**config.mk**
```make
export PLATFORM = sky130hd
export DESIGN_NAME = seg_scan_ctrl
export DESIGN_NICKNAME = d
export VERILOG_FILES = /design/src/rtl/seg_pkg.sv /design/src/rtl/hex7seg.sv /design/src/rtl/seg_scan_ctrl.sv
export SDC_FILE = /design/constraint.sdc
export NUM_CORES = 1
export LEC_CHECK = 0
export CAP_MARGIN = 20
export CORE_MARGIN = 2
export CORE_UTILIZATION = 60
export CTS_BUF_LIST = sky130_fd_sc_hd__clkbuf_8
export DETAILED_ROUTE_END_ITERATION = 8
export GPL_TIMING_DRIVEN = 0
export PLACE_DENSITY = 0.9
export SYNTH_ARGS = -nofsm -noshare
export SYNTH_HDL_FRONTEND = slang
export SYNTH_SLANG_ARGS = --single-unit
export TNS_END_PERCENT = 100
```
**constraint.sdc**
```tcl
create_clock -name CLK100MHZ -period 4.11 [get_ports CLK100MHZ]
set_clock_uncertainty 0.1 [all_clocks]
set_input_delay 1.233 -clock CLK100MHZ [delete_from_list [all_inputs] [get_ports CLK100MHZ]]
set_output_delay 1.233 -clock CLK100MHZ [all_outputs]
set_load 0.01 [all_outputs]
```
**src/rtl/seg_pkg.sv**
```systemverilog
// Shared types and constants for the seven-segment scan controller.
package seg_pkg;

  typedef enum logic {
    BLANK = 1'b0,
    SHOW  = 1'b1
  } state_e;

  localparam logic [6:0] SEG_BLANK = 7'h7F;

  // Active-low g..a patterns, index 15 (F) first down to index 0.
  localparam logic [15:0][6:0] HEX_SEG = {
    7'h0E, 7'h06, 7'h21, 7'h46, 7'h03, 7'h08, 7'h10, 7'h00,
    7'h78, 7'h02, 7'h12, 7'h19, 7'h30, 7'h24, 7'h79, 7'h40
  };

endpackage

```
**src/rtl/hex7seg.sv**
```systemverilog
// Combinational hex nibble to active-low seven-segment decode.
module hex7seg
  import seg_pkg::*;
(
  input  logic [3:0] hex,
  output logic [6:0] seg
);

  assign seg = HEX_SEG[hex];

endmodule

```
**src/rtl/seg_scan_ctrl.sv**
```systemverilog
// Four-digit multiplexed seven-segment scanner with blanking dead-time and
// a one-deep pending buffer that is applied only at frame boundaries.
module seg_scan_ctrl
  import seg_pkg::*;
#(
  parameter int unsigned DIGIT_TICKS = 100000,
  parameter int unsigned BLANK_TICKS = 1000
) (
  input  logic        CLK100MHZ,
  input  logic        BTNR,
  input  logic        wr_valid,
  input  logic [15:0] wr_data,
  output logic        wr_ready,
  output logic [6:0]  seg,
  output logic [3:0]  an,
  output logic        frame_done
);

  localparam int unsigned MaxTicks = (DIGIT_TICKS > BLANK_TICKS) ? DIGIT_TICKS : BLANK_TICKS;
  localparam int unsigned CntW     = (MaxTicks > 1) ? $clog2(MaxTicks) : 1;

  localparam logic [CntW-1:0] BlankLast   = CntW'(BLANK_TICKS - 1);
  localparam logic [CntW-1:0] DigitLast   = CntW'(DIGIT_TICKS - 1);
  localparam logic [CntW-1:0] DigitPenult = CntW'(DIGIT_TICKS - 2);

  state_e          state_q;
  logic [1:0]      idx_q;
  logic [CntW-1:0] cnt_q;
  logic [15:0]     active_q;
  logic [15:0]     pend_q;
  logic            pend_full_q;

  logic [3:0]      nibble;
  logic [6:0]      seg_dec;
  logic            xfer;
  logic            frame_end;

  assign nibble    = active_q[{idx_q, 2'b00} +: 4];
  assign wr_ready  = ~pend_full_q;
  assign xfer      = wr_valid & wr_ready;
  // frame_done is only ever high on the final SHOW cycle of digit 3.
  assign frame_end = frame_done;

  hex7seg u_hex7seg (
    .hex (nibble),
    .seg (seg_dec)
  );

  always_ff @(posedge CLK100MHZ or negedge BTNR) begin
    if (!BTNR) begin
      state_q    <= BLANK;
      idx_q      <= 2'd0;
      cnt_q      <= '0;
      seg        <= SEG_BLANK;
      an         <= 4'hF;
      frame_done <= 1'b0;
    end else begin
      unique case (state_q)
        BLANK: begin
          if (cnt_q == BlankLast) begin
            state_q    <= SHOW;
            cnt_q      <= '0;
            an         <= ~(4'b0001 << idx_q);
            seg        <= seg_dec;
            frame_done <= (idx_q == 2'd3) && (DIGIT_TICKS == 1);
          end else begin
            cnt_q <= cnt_q + CntW'(1);
          end
        end
        SHOW: begin
          if (cnt_q == DigitLast) begin
            state_q    <= BLANK;
            cnt_q      <= '0;
            idx_q      <= idx_q + 2'd1;
            an         <= 4'hF;
            seg        <= SEG_BLANK;
            frame_done <= 1'b0;
          end else begin
            cnt_q      <= cnt_q + CntW'(1);
            // Raise frame_done one edge early so it is a registered output.
            frame_done <= (idx_q == 2'd3) && (cnt_q == DigitPenult);
          end
        end
        default: begin
          state_q <= BLANK;
        end
      endcase
    end
  end

  always_ff @(posedge CLK100MHZ or negedge BTNR) begin
    if (!BTNR) begin
      active_q    <= 16'h0000;
      pend_q      <= 16'h0000;
      pend_full_q <= 1'b0;
    end else begin
      if (frame_end && pend_full_q) begin
        active_q    <= pend_q;
        pend_full_q <= 1'b0;
      end
      // A transfer needs an empty buffer, so it never collides with the copy above.
      if (xfer) begin
        pend_q      <= wr_data;
        pend_full_q <= 1'b1;
      end
    end
  end

endmodule

```
==> qor.txt <==
Status: finished, final reports clean
Die Wd: 76.7 µm
Sequential-to-total area share from yosys stat: 0.518
DRT Pass-1 Iters: 4
Synthesized area: 3170 µm²
Initial antenna violation count: 0
Total grt overflow: 0
Final Cycle Share: 0.711
Yosys top cell area share: 0.426
WS Path Type: in2reg
Die height: 76.7 µm
Vias: 2004
WL per Instance: 15.9 µm
Synth Area in XOR/XNOR: 0.0553
Die area: 5880 µm²
Mean Syn Cell Area: 12.7 µm²
Cells after Synth: 250
Number of enable flip-flop cells after synthesis: 0
Syn_nets: 281
Most frequent cell after synthesis: dfrtp_1
Asr flop ratio synth: 1.00
Worst slew pin tran: 0.782 ns
# diodes: 0
IO Count: 32
Clk Latency, worst-skew pair: 0.35 ns
Port bufs: 31
Placer Congestion: 0.860
YS warnings: 0
Largest net degree at the start of global routing: 37
CTS buffer count: 9
CP Launch Type: input pin
FP Rows: 26
Sw frac: 0.233
Pwr dens: 335 nW/µm²
First-pass GRT wire length: 10200 µm
Cell Area, Placed: 3580 µm²
DP Cell Count: 352
Fin crit period: 2.92 ns
Layout Cells excl Fill: 368
Synth area leaders: dfrtp_1 43%, mux2_2 12%, dfstp_2 9.1%
Clk sink count: 65
Vias in the first global route: 2135
Post-synthesis adder-cell area fraction: 0.0474
Setup WS post-layout: 1.19 ns
DR DRC count: 0
Hold Fails Final Rpt: 0
Cells along the critical path: clkdlybuf4s50_1 > nor2b_1 > clkbuf_1 > clkbuf_1 > mux2_2
Post-CTS setup buffers: 0
Max IR drop VDD: 0.305 mV
Mux cell area share after synthesis: 0.159
Via-to-Cell Ratio: 5.45
H-tree levels: 3
Synth Area in Simple Gates: 0.116
GRT Total Usage: 0.225
Nets: 324
Power Internal: 0.970 mW
Post_cts resized: 0
DRT antenna net count: 0
Initial Utilization: 0.621
Largest area contributor in the netlist: dfrtp_1
Power share of the combinational group: 0.040
Unrepaired setup endpoints after global routing: false
Max cap viols: 0
Fraction of layout cells with a size suffix above 1: 0.285
Clock Power Share: 0.428
Worst setup EP type: flop
Sequential Power Share: 0.532
Synth Flop Type: dfrtp_1
Worst min-delay path category: reg2reg
Leakage: 1.67 nW
Max Transition Viols Final: 0
R2R setup slack: 1.74 ns
Area Growth Syn to Fin: 19.2%
Slew margin rel.: 0.478
Worst-path maximum fanout: 10
CP most frequent cell: clkbuf_1
NetSw: 0.294 mW
Fin Setup TNS: 0 ns
Placement Setup Slack: 0.825 ns
Register bit total from synthesis: 65
CTS tree: yes
Largest stage delay on the critical path: 0.51 ns
Clock buffer depth: 2
CP arrival: 3.06 ns
Commonest cells in the netlist: 54 x dfrtp_1, 33 x mux2_2, 17 x nor2_1
Clk root buf: clkbuf_8
Compound-cell area share of the yosys netlist: 0.0722
Total Wirelength: 5830 µm
Core area: 5110 µm²
# hold bufs at CTS: 0
Worst endpoint required time: 4.25 ns
Clock slew at reported path FFs: 0.08 ns
Synth unique cells: 40
DPL Wire Length: 4310 µm
# setup viols final: 0
Achievable frequency: 342 MHz
Critical Path Slowest Stage Cell: clkbuf_1
DRC marker count from the first detailed-route iteration: 188
Largest family of logic cells by synthesized area: multiplexers
Fin area: 3780 µm²
## power groups by stage
stage / sequential [mW] / combinational, mW / clock, mW
finish: 0.672 / 0.0510 / 0.540
global placement: 0.683 / 0.0470 / 0
CTS: 0.673 / 0.0527 / 0.549
global route: 0.675 / 0.0577 / 0.574
floorplan: 0.679 / 0.0180 / 0
detailed placement: 0.684 / 0.0523 / 0
## cell usage in the layout, fill, tap and decap left out, types with 5 or more instances in the layout
master and count:
mux4_2 5, a21oi_1 7, ha_1 12, inv_1 8, nand2_1 12, clkbuf_8 9
xor2_1 13, nor2_1 17, dfrtp_1 54, dfstp_2 11, clkdlybuf4s50_1 30, xnor2_1 7
a2bb2oi_2 8, clkbuf_1 7, mux2_2 33, nand3_1 10
## state kept, by name, indices dropped and copies added, names as in the netlist
signal       cells
state_q          1
pend_q          16
active_q        16
idx_q            2
an               4
frame_done       1
seg              7
cnt_q           17
pend_full_q      1
## cells by family (layout without fill, tap and decap cells)
| family | after synthesis | in the layout |
|---|---|---|
| mux | 40 | 40 |
| simple gates | 68 | 68 |
| xor+xnor | 20 | 20 |
| buf+inv | 20 | 68 |
| compound gates | 25 | 25 |
| fa+ha+maj | 12 | 12 |
| flops | 65 | 65 |
## metal layers
| metal | vias up | track usage | share of wire |
|---|---|---|---|
| met2 | 45 | 0.366 | 0.51 |
| met4 | 0 | 0.115 | 0.020 |
| met5 | - | 0 | 0 |
| met1 | 983 | 0.292 | 0.44 |
| li1 | 966 | - | - |
| met3 | 10 | 0.0388 | 0.030 |
## worst max-delay path: cells and delay by family
| kind | cells | cell delay [ns] |
|---|---|---|
| buffers and inverters | 3 | 1.27 |
| and+or+nand+nor | 1 | 0.12 |
| muxes | 1 | 0.43 |
## area by class of cell
cell class / instances / area [µm²]
plain buffers: 12 / 73.8
clock buffers: 9 / 124
clock inverters: 7 / 71.3
fillers: 363 / 1330
inverters: 8 / 30.0
multi-input cells: 165 / 1430
flip-flops and latches: 65 / 1640
well taps: 70 / 87.6
repair buffers: 32 / 325
## through the flow
step	power [mW]	hold slack, ns	utilization
finish	1.26	0.410	0.740
global route	1.31	0.426	0.740
CTS	1.27	0.414	0.740
detailed placement	0.737	0.396	0.701
global placement	0.729	0.383	0.698
floorplan	0.697	0.360	-
## path summary, 6_finish.rpt
kind                       depth (start not counted)     endpoint   startpoint
min                                                1  active_q[9]  active_q[9]
max reg2reg                                        7       seg[2]     idx_q[0]
max in group asynchronous                          2    pend_q[1]         BTNR
min reg2reg                                        1  active_q[9]  active_q[9]
max                                                5    pend_q[5]     wr_valid
min in group asynchronous                          1     cnt_q[7]         BTNR
(Power assumes the default switching activity.)
